## src/rtl/ahb_req_queue.sv

```systemverilog
// Command FIFO in front of an AHB master's user port: issues queued beats, inserts
// BUSY cycles when an open burst runs dry, drains the rest of a burst after an error.
module ahb_req_queue #(
  parameter int ADDR_WIDTH = 32,
  parameter int DATA_WIDTH = 32,
  parameter int DEPTH      = 4
) (
  input  logic                  clk,
  input  logic                  rst,
  input  logic                  cmd_valid,
  output logic                  cmd_ready,
  input  logic [ADDR_WIDTH-1:0] cmd_addr,
  input  logic                  cmd_write,
  input  logic [2:0]            cmd_size,
  input  logic [2:0]            cmd_burst,
  input  logic                  cmd_last,
  input  logic [DATA_WIDTH-1:0] cmd_wdata,
  output logic                  m_sel,
  output logic                  m_valid,
  output logic                  m_busy,
  output logic [ADDR_WIDTH-1:0] m_addr,
  output logic                  m_write,
  output logic [2:0]            m_size,
  output logic [2:0]            m_burst,
  output logic [DATA_WIDTH-1:0] m_wdata,
  input  logic                  m_ready,
  input  logic [DATA_WIDTH-1:0] m_rdata,
  input  logic                  m_master_error,
  input  logic                  m_other_error,
  output logic                  rsp_valid,
  input  logic                  rsp_ready,
  output logic [DATA_WIDTH-1:0] rsp_rdata,
  output logic                  rsp_write,
  output logic                  rsp_error
);

  localparam int PW = $clog2(DEPTH);

  typedef enum logic [1:0] {IDLE = 2'd0, ACTIVE = 2'd1, DRAIN = 2'd2} state_e;

  typedef struct packed {
    logic [ADDR_WIDTH-1:0] addr;
    logic                  write;
    logic [2:0]            size;
    logic [2:0]            burst;
    logic                  last;
    logic [DATA_WIDTH-1:0] wdata;
  } cmd_t;

  cmd_t                  mem_q [DEPTH];
  cmd_t                  head;
  logic [PW-1:0]         wr_ptr_q, wr_ptr_d, rd_ptr_q, rd_ptr_d;
  logic [PW:0]           count_q, count_d;
  state_e                state_q, state_d;
  logic [4:0]            cnt_q, cnt_d;
  logic                  incr_q, incr_d;
  logic                  rsp_valid_q, rsp_valid_d;
  logic [DATA_WIDTH-1:0] rsp_rdata_q, rsp_rdata_d;
  logic                  rsp_write_q, rsp_write_d;
  logic                  rsp_error_q, rsp_error_d;

  logic empty, ok, push, pop, hs, drain_pop, beat_err;
  logic head_incr, first_final, beat_final;

  function automatic logic [4:0] burst_len_m1(input logic [2:0] burst);
    case (burst[2:1])
      2'b01:   return 5'd3;
      2'b10:   return 5'd7;
      2'b11:   return 5'd15;
      default: return 5'd0;
    endcase
  endfunction

  assign empty     = (count_q == '0);
  assign cmd_ready = !rst && !count_q[PW];
  assign push      = cmd_valid && cmd_ready;
  assign head      = empty ? '0 : mem_q[rd_ptr_q];
  assign ok        = !empty && (!rsp_valid_q || rsp_ready);
  assign hs        = m_valid && m_ready;
  assign pop       = hs || drain_pop;
  assign beat_err  = m_master_error || m_other_error;

  assign head_incr   = (head.burst == 3'b001);
  assign first_final = (head.burst == 3'b000) || (head_incr && head.last);
  assign beat_final  = incr_q ? head.last : (cnt_q == 5'd1);

  assign m_addr    = head.addr;
  assign m_write   = head.write;
  assign m_size    = head.size;
  assign m_burst   = head.burst;
  assign m_wdata   = head.wdata;
  assign rsp_valid = rsp_valid_q;
  assign rsp_rdata = rsp_rdata_q;
  assign rsp_write = rsp_write_q;
  assign rsp_error = rsp_error_q;

  // Request strobes stay combinational so a rising rsp_ready resumes issue in the same cycle.
  always_comb begin
    // NOTE: every always_comb output gets a default first so no path can infer a latch.
    m_sel   = 1'b0;
    m_valid = 1'b0;
    m_busy  = 1'b0;
    case (state_q)
      IDLE: begin
        m_sel   = ok;
        m_valid = ok;
      end
      ACTIVE: begin
        m_sel   = 1'b1;
        m_valid = ok;
        m_busy  = !ok;
      end
      default: ;
    endcase
  end

  always_comb begin
    state_d   = state_q;
    cnt_d     = cnt_q;
    incr_d    = incr_q;
    drain_pop = 1'b0;
    case (state_q)
      IDLE: if (hs) begin
        incr_d = head_incr;
        cnt_d  = burst_len_m1(head.burst);
        if (!first_final) state_d = beat_err ? DRAIN : ACTIVE;
      end
      ACTIVE: if (hs) begin
        if (!incr_q) cnt_d = cnt_q - 5'd1;
        if (beat_final)    state_d = IDLE;
        else if (beat_err) state_d = DRAIN;
      end
      DRAIN: if (ok) begin
        drain_pop = 1'b1;
        if (!incr_q) cnt_d = cnt_q - 5'd1;
        if (beat_final) state_d = IDLE;
      end
      default: state_d = IDLE;
    endcase
  end

  always_comb begin
    wr_ptr_d = push ? wr_ptr_q + PW'(1) : wr_ptr_q;
    rd_ptr_d = pop  ? rd_ptr_q + PW'(1) : rd_ptr_q;
    count_d  = count_q;
    if (push && !pop)      count_d = count_q + (PW+1)'(1);
    else if (!push && pop) count_d = count_q - (PW+1)'(1);
  end

  // Drained beats report an error with zero data; a completed read returns m_rdata.
  always_comb begin
    rsp_valid_d = rsp_valid_q;
    rsp_rdata_d = rsp_rdata_q;
    rsp_write_d = rsp_write_q;
    rsp_error_d = rsp_error_q;
    if (pop) begin
      rsp_valid_d = 1'b1;
      rsp_write_d = head.write;
      rsp_rdata_d = (drain_pop || head.write) ? '0 : m_rdata;
      rsp_error_d = drain_pop || beat_err;
    end else if (rsp_ready) begin
      rsp_valid_d = 1'b0;
    end
  end

  // NOTE: the payload array has no reset; count_q alone decides which entries are live.
  always_ff @(posedge clk) begin
    if (push) begin
      mem_q[wr_ptr_q] <= '{addr: cmd_addr, write: cmd_write, size: cmd_size,
                           burst: cmd_burst, last: cmd_last, wdata: cmd_wdata};
    end
  end

  // NOTE: sequential state uses non-blocking assignments so all flops update together.
  always_ff @(posedge clk) begin
    if (rst) begin
      state_q     <= IDLE;
      cnt_q       <= '0;
      incr_q      <= 1'b0;
      wr_ptr_q    <= '0;
      rd_ptr_q    <= '0;
      count_q     <= '0;
      rsp_valid_q <= 1'b0;
      rsp_rdata_q <= '0;
      rsp_write_q <= 1'b0;
      rsp_error_q <= 1'b0;
    end else begin
      state_q     <= state_d;
      cnt_q       <= cnt_d;
      incr_q      <= incr_d;
      wr_ptr_q    <= wr_ptr_d;
      rd_ptr_q    <= rd_ptr_d;
      count_q     <= count_d;
      rsp_valid_q <= rsp_valid_d;
      rsp_rdata_q <= rsp_rdata_d;
      rsp_write_q <= rsp_write_d;
      rsp_error_q <= rsp_error_d;
    end
  end

endmodule

```

## config.mk

```make
export PLATFORM = sky130hd
export DESIGN_NAME = ahb_req_queue
export DESIGN_NICKNAME = d
export VERILOG_FILES = /design/src/rtl/ahb_req_queue.sv
export SDC_FILE = /design/constraint.sdc
export NUM_CORES = 1
export LEC_CHECK = 0
export BUFFER_PORTS_ARGS = -buffer_cell sky130_fd_sc_hd__buf_2
export CAP_MARGIN = 30
export CORE_MARGIN = 3
export CORE_UTILIZATION = 56
export DETAILED_ROUTE_END_ITERATION = 16
export PLACE_DENSITY = 0.82
export SKIP_LAST_GASP = 1
export SLEW_MARGIN = 20
export SYNTH_ARGS = -nofsm -noshare
export SYNTH_HDL_FRONTEND = slang
export SYNTH_SLANG_ARGS = --single-unit
export TNS_END_PERCENT = 1
```

## constraint.sdc

```tcl
create_clock -name clk -period 3.6 [get_ports clk]
set_input_delay 0.72 -clock clk [delete_from_list [all_inputs] [get_ports clk]]
set_output_delay 0.72 -clock clk [all_outputs]
set_load 0.005 [all_outputs]
```

## Yosys cells after proc, flatten, opt, wreduce, memory -nomap -nowiden

Memory sizes are Yosys's and may differ from the RTL's. A register that Yosys moved wholly into a read port is not among the register bits.
Index checks and enable logic that the tools add are counted.

| operators by class | value |
|---|---|
| add/sub/neg operators | 5 |
| multipliers | 0 |
| div/mod/pow operators | 0 |
| magnitude comparators | 0 |
| equality and inequality tests | 13 |
| shift-type cells | 0 |
| muxes and demuxes | 31 |
| bitwise gates (word level) | 0 |
| reduce and logical (&&, ||, !) cells | 30 |

Operators with widths:

| cell | number |
|---|---|
| 72-bit two-way mux | 1 |
| 32-bit two-way mux | 1 |
| 2-bit two-way mux | 10 |
| 5-bit two-way mux | 4 |
| 5-bit case mux with 3 select lines | 1 |
| 4-bit case mux with 3 select lines | 1 |
| 2-bit inequality test, second input constant | 5 |
| 1-bit two-way mux | 9 |
| 1-bit logical AND | 7 |
| 1-bit logical NOT | 7 |
| 2-bit == test, second input constant | 3 |
| 3-bit logical NOT | 2 |
| 1-bit logical OR | 6 |
| 3-bit two-way mux | 2 |
| 2-bit case mux with 3 select lines | 1 |
| 6-bit AND reduction | 1 |
| 5-bit by 1-bit == test with 1-bit output, second input constant | 1 |
| 5-bit by 1-bit subtractor with 5-bit output, second input constant | 1 |
| 2-bit by 1-bit adder with 2-bit output, second input constant | 2 |
| 2-bit by 1-bit == test with 1-bit output, second input constant | 2 |
| 4-bit AND reduction | 1 |
| 2-bit nonzero test | 2 |
| 3-bit by 1-bit adder with 3-bit output, second input constant | 1 |
| 3-bit by 1-bit == test with 1-bit output, second input constant | 1 |
| other kinds (7) | 7 |

| word-level totals | value |
|---|---|
| register bits after elaboration | 50 |
| latch bits | 0 |
| bits in writable memories | 288 |
| memory bits (read-only) | 0 |
| input bits | 111 |
| output and inout bits | 110 |
| logic and storage cells | 90 |
| memories kept | 1 |

Memories:

| memory | words | bits a word | rd ports | clocked after Yosys merged registers in | write ports | RTL line | RTL |
|---|---|---|---|---|---|---|---|
| mem_q | 4 | 72 | 1 | 1 | 1 | 50 | `cmd_t mem_q [DEPTH];` |

## Logic depth before layout (Yosys ltp)

Gate-level depths: netlist of run 1.

| depth | value |
|---|---|
| word-level depth | 9 |
| mapped depth | 11 |

## Worst setup path after synthesis of run 1

Ideal clock, no wire load.

| timing | value |
|---|---|
| path kind | input to register |
| from | input rst |
| to | memory mem_q[1][0] in the netlist's numbering, enable pin |
| arrival time | 2,890 ps |
| required time | 3,161 ps |
| setup slack | 272 ps |
| stages on the path | 3 |
| buffers on the path | 1 |
| cell sequence | clkbuf_1 > nor2_1 > and3_1 |

| between the ends | value |
|---|---|
| word-level cells in the longest chain between the ends | 5 |

Ends and longest elaborated chain:

| element | RTL line | RTL |
|---|---|---|
| start, declared | 9 | `input logic rst,` |
| 1-bit logical NOT | 75 | `assign cmd_ready = !rst && !count_q[PW];` |
| 1-bit logical AND | 75 |  |
| named net cmd_ready | 11 | `output logic cmd_ready,` |
| 1-bit logical AND | 76 | `assign push = cmd_valid && cmd_ready;` |
| 1-bit two-way mux | 168 | `if (push) begin` |
| 1-bit two-way mux (implied by the code) | 169 | `mem_q[wr_ptr_q] <= '{addr: cmd_addr, write: cmd_write, size: cmd_size,` |
| end, declared | 50 |  |

The timed path passes the listed nets, and every way through them passes these cells.

==> results.json, run 1 <==
{
  "setup_violations": 0,
  "die_y_um": 159,
  "use_met2_pct": 32.5,
  "finClkSkew_ps": 9.51,
  "synth_area_sq_um": 13000,
  "clock_latency_ps": 490,
  "cts_setup_buffers": 0,
  "ir_drop_mv": 0.492,
  "h-tree-depth": 2,
  "start_util_pct": 57.2,
  "fp.dieW_um": 159,
  "syn2layout_area_growth_pct": 20.5,
  "final_cell_mix": "edfxtp_1 (288), buf_2 (220), mux4_2 (72), and2_1 (72), nor2_1 (52)",
  "cts_buffers": 35,
  "rsz0062_at_grt": "false",
  "synth-main-ff-cell": "edfxtp_1",
  "leakagePower_nw": 5.67,
  "yosysSeqAreaShare_pct": 74.3,
  "cp_data_arrival_time_ps": 2360,
  "drive_gt1_share_pct": 38.4,
  "grt_max_degree": 73,
  "critPathTopFamily": "flip-flops",
  "instances_no_fill": 1275,
  "std_cell_rows": 55,
  "yosysWarnings": 0,
  "vias": 7052,
  "dr.first_iter.drc_count": 430,
  "status": "finished clean",
  "fin_crit_ps": 3080,
  "hold_ws_ps": 444,
  "vias_per_cell": 5.53,
  "drtAntennaViolNets": 0,
  "layout.nets": 1057,
  "slowest_stage": "dfxtp_4",
  "wl_um": 25500,
  "clock_sinks": 340,
  "hold_class": "in2reg",
  "endpoint_kind": "primary output",
  "wl_per_cell_um": 20.0,
  "antenna_found_initial": 7,
  "hpwl_um": 15500,
  "coreArea_sq_um": 22800,
  "portBuffers": 220,
  "avgSynthCellArea_sq_um": 18.5,
  "max_stage_delay_ps": 650,
  "synth_edf_count": 288,
  "finalCritPeriodShare_pct": 85.5,
  "cts_tree": "done",
  "critPathBufInv": 2,
  "grt_use_total_pct": 20.2,
  "power_density_nw_per_um2": 717,
  "clkTransAtPathRegs_ps": 60,
  "crit_fanout": 24,
  "worstPathCellList": "buf_12 > mux4_2 > and2_1 > buf_2",
  "met1_usage_pct": 26.8,
  "max_freq_ghz": 0.325,
  "hold_buffers": 0,
  "tns_ps": 0,
  "die_area_sq_um": 25100,
  "cap_violations": 0,
  "utilization_pct": 69.0,
  "ys_ff_latch": 340,
  "busiest_layer": "met2",
  "grt_pass1_vias": 6993,
  "crit_type": "reg2out",
  "ctsResizeCount": 0,
  "grt_overflow": 0,
  "start_kind": "flip-flop",
  "slew_headroom_pct": 53.6,
  "syn_inst": 704,
  "max_slew.worst_pin.slew_ps": 690,
  "grt_pass1_wl_um": 38900,
  "ys_async_sr_fraction_pct": 0,
  "slew_viol_final": 0,
  "place_inst": 1210,
  "root_buffer": "clkbuf_16",
  "first_pass_iters": 5,
  "ys_types": 43,
  "power.total_mw": 11.3,
  "crit_required_ps": 2880,
  "hold_violations": 0,
  "mostFrequentLayoutCell": "edfxtp_1",
  "place.gp.congestion": 0.812,
  "syn_nets": 827,
  "cts_max_path_buffers": 3,
  "gr-usage-met3_pct": 6.66,
  "drcViolationCount": 0,
  "io_pins": 221
}
-- layer usage --
layer / part of all wire (%) / wire [um]
met1: 41 / 10500
met3: 8.9 / 2260
met5: 0.34 / 87
met4: 2.0 / 514
met2: 48 / 12100
-- worst paths after layout --
kind / to / startpoint / slack, ps / cells after the start
max: m_burst[1] / flip-flop / 520 / 4
min: mem_q[1][41] / cmd_addr[1] / 440 / 1
max reg2reg: state_q[0] / flip-flop / 1050 / 6
min reg2reg: rsp_error / rsp_error / 470 / 2
-- power breakdown --
| part | total (mW) | internal, mW | switching, mW |
|---|---|---|---|
| logic | 3.07 | 1.48 | 1.59 |
| registers | 4.75 | 4.57 | 0.179 |
| clock network | 3.44 | 2.07 | 1.37 |
-- cell type report --
| type | instances | area (sq um) |
|---|---|---|
| Fill cell | 1433 | 7070 |
| Multi-Input combinational cell | 311 | 3150 |
| Antenna cell | 3 | 7.51 |
| Tap cell | 313 | 392 |
| Clock buffer | 48 | 1030 |
| Clock inverter | 14 | 92.6 |
| Timing Repair Buffer | 232 | 1290 |
| Inverter | 14 | 52.6 |
| Sequential cell | 340 | 9700 |
-- through the flow --
step                instance area [sq um]  setup slack (ps)
floorplan                           13000               272
global placement                    14600               949
detailed placement                  14600               866
CTS                                 15700               448
global route                        15700               356
finish                              15700               523
-- synth_stat cells, types with 5 or more instances --
cell      number  area share (%)
and3_1         7            0.34
o21ai_0        8            0.31
ha_1          11             1.1
and2_1        72             3.5
nor3_1         5            0.19
dfxtp_1       52             8.0
buf_2         10            0.38
a22oi_1       32             1.8
edfxtp_1     288              66
a21oi_1        8            0.31
mux4_2        72              12
clkbuf_1      27            0.78
nor2_1        52             1.5
inv_1         14            0.40
nand2_1        5            0.14
-- cell families after synthesis --
family / after synthesis / share of synthesized area [%]
AO/OA/AOI/OAI: 61 / 3.36
XOR/XNOR: 5 / 0.336
adder cells (fa/ha/maj): 12 / 1.21
buffers and inverters: 53 / 1.68
flip-flops: 340 / 74.3
multiplexers: 74 / 12.6
AND/OR/NAND/NOR: 159 / 6.49
-- sequential cells by signal, summed over array words and instances, names as in the netlist, named ones only --
register	flops
rd_ptr_q	2
rsp_write	1
rsp_valid	1
incr_q	1
rsp_error	1
cnt_q	5
mem_q	288
count_q	3
wr_ptr_q	2
state_q	2
rsp_rdata	32
Power figures use the tool's default switching activity.
==> inputs of run 2 (changes only) <==
Settings changed: ABC_AREA set to 1, PLACE_DENSITY 0.82 to 0.81.
==> results.json, run 2 <==
{
  "status": "finished clean",
  "ys_ff_latch": 340,
  "syn2layout_area_growth_pct": 19.0,
  "drcViolationCount": 0,
  "io_pins": 221,
  "h-tree-depth": 2,
  "synth_top_cell_by_area": "edfxtp_1",
  "final_cell_mix": "nor2_1 (288), edfxtp_1 (288), buf_2 (220), o21ai_0 (156), a21oi_1 (116)",
  "antenna_found_initial": 2,
  "crit_required_ps": 2880,
  "synthTopCellsByArea": "edfxtp_1 (64%), nor2_1 (8.2%), dfxtp_1 (7.8%)",
  "avgSynthCellArea_sq_um": 11.5,
  "place_ws_ps": 970,
  "max_freq_ghz": 0.336,
  "yosysWarnings": 0,
  "fp.dieW_um": 161,
  "p_sw_mw": 3.78,
  "grt_pass1_vias": 9021,
  "endpoint_kind": "primary output",
  "syn_nets": 1287,
  "clock_sinks": 340,
  "pwr-share-seq_pct": 40.8,
  "reg2reg_to": "rsp_rdata[7]",
  "root_buffer": "clkbuf_16",
  "hpwl_um": 17400,
  "hold_class": "reg2reg",
  "drtAntennaViolNets": 0,
  "power_density_nw_per_um2": 728,
  "grt_overflow": 0,
  "top_register": "mem_q",
  "cts_tree": "done",
  "ys_async_sr_fraction_pct": 0,
  "setup_violations": 0,
  "synth.most_common_cell": "nor2_1",
  "max_slew.worst_pin.slew_ps": 914,
  "vias": 9339,
  "synth_commonest_cells": "nor2_1 (292), edfxtp_1 (288), o21ai_0 (156)",
  "switching_share_pct": 32.6,
  "vias_per_cell": 5.44,
  "crit_fanout": 72,
  "drive_gt1_share_pct": 21.7,
  "crit_type": "reg2out",
  "cap_violations": 0,
  "cts_buffers": 34,
  "start_kind": "flip-flop",
  "first_pass_iters": 5,
  "tns_ps": 0,
  "clock_latency_ps": 490,
  "worstHoldPathCells": 1,
  "n_fill_cell": 1683,
  "die_y_um": 161,
  "hold_violations": 0,
  "portBuffers": 220,
  "layout.nets": 1496,
  "finClkSkew_ps": 6.64,
  "syn_inst": 1164,
  "yosysSeqAreaShare_pct": 72.2,
  "cts_setup_buffers": 0,
  "hold_ws_ps": 435,
  "die_area_sq_um": 25800,
  "coreArea_sq_um": 23500,
  "largest_register_ffs": 288,
  "slew_viol_final": 0,
  "synth_edf_count": 288,
  "leakagePower_nw": 6.10,
  "std_cell_rows": 56,
  "ir_drop_mv": 0.492,
  "r2r_cells": 10,
  "start_util_pct": 57.1,
  "dr.first_iter.drc_count": 586,
  "wl_per_cell_um": 17.4,
  "grt_use_total_pct": 22.4,
  "hp-start": "rd_ptr_q[1]",
  "finalCritPeriodShare_pct": 82.7,
  "rrSetupSlack_ps": 1070,
  "synth_area_sq_um": 13400,
  "wl_um": 29800,
  "internal_power_mw": 7.84,
  "cp_data_arrival_time_ps": 2260,
  "fin_crit_ps": 2980,
  "place.gp.congestion": 0.844,
  "p_clk_share_pct": 28.8,
  "clkTransAtPathRegs_ps": 60,
  "grt_max_degree": 145,
  "synth-main-ff-cell": "edfxtp_1",
  "synth_top_area_share_pct": 64.5,
  "seq_area_sq_um": 9690,
  "multi_input_comb_area_sq_um": 3290,
  "grt_pass1_wl_um": 46600,
  "cts_max_path_buffers": 3,
  "ys_types": 30,
  "fin_ws_ps": 624,
  "ctsResizeCount": 0,
  "hold_buffers": 0,
  "rsz0062_at_grt": "false",
  "slew_headroom_pct": 39.1,
  "p_comb_share_pct": 30.4
}
[run 2: cell count changes after synthesis, sizes merged, moves of 10 or more]
cell / before / now
nor2: 52 / 294
o21ai: 8 / 156
a21oi: 8 / 116
nand2: 5 / 112
and2: 73 / 0
mux4: 72 / 0
a22oi: 32 / 0
inv: 14 / 42
buf: 12 / 38
nand3: 3 / 13
[run 2: how the worst max path moves through the flow]
stage,cells after the start,to,start
after floorplan,4,mem_q[0][0],rst
after global placement,5,mem_q[2][21],rst
after detailed placement,12,count_q[2],rst
after CTS,6,m_write,flip-flop
after global routing,6,m_write,flip-flop
final,6,m_write,flip-flop
[run 2: layout make-up]
type	instances	share of cell area, %
clock buffers	43	5.94
clock inverters	15	0.721
repair buffers	237	8.48
well taps	319	2.50
multi-input cells	717	20.6
diodes	2	0.0313
flip-flops and latches	340	60.7
inverters	43	1.03
[run 2: per-layer routing]
layer,vias up,share of wire [%],track usage [%]
li1,4452,-,-
met3,71,6.0,3.12
met4,2,2.6,7.63
met5,-,0.024,0
met2,327,51,38.5
met1,4487,40,29.7
[run 2: power groups by stage]
stage | clock network [mW] | registers, mW | logic, mW
after floorplan | 0 | 4.83 | 2.18
after global placement | 0 | 4.81 | 3.43
after detailed placement | 0 | 4.82 | 3.53
after CTS | 3.40 | 4.74 | 3.56
after global routing | 3.58 | 4.77 | 3.93
final | 3.34 | 4.74 | 3.53
[run 2: kinds of logic (layout without fill, tap and decap cells)]
kind of cell	after synthesis	in the layout	share of synthesized area, %
AOI/OAI and AO/OA	276	276	10.3
xor gates and xnor gates	2	2	0.131
adders and majority gates	12	12	1.18
buffers and inverters	107	338	3.49
DFF	340	340	72.2
other	0	2	0
and+or+nand+nor	427	427	12.6
[run 2: critical path, stage by stage (launching register included)]
cell and delay [ps]:
dfxtp_2 330, buf_4 710, o21ai_0 220, o22ai_1 200
nand2_1 120, inv_1 60, buf_2 100
[run 2: through the flow]
stage | cells | total power, mW | area, sq um | util [%]
2_1_floorplan | 1164 | 7.01 | 13400 | -
3_3_place_gp | 1656 | 8.24 | 14900 | 63.5
3_5_place_dp | 1656 | 8.35 | 14900 | 63.5
4_1_cts | 1714 | 11.7 | 16000 | 68.0
5_1_grt | 1715 | 12.3 | 16000 | 68.0
6_report | 1716 | 11.6 | 16000 | 68.0
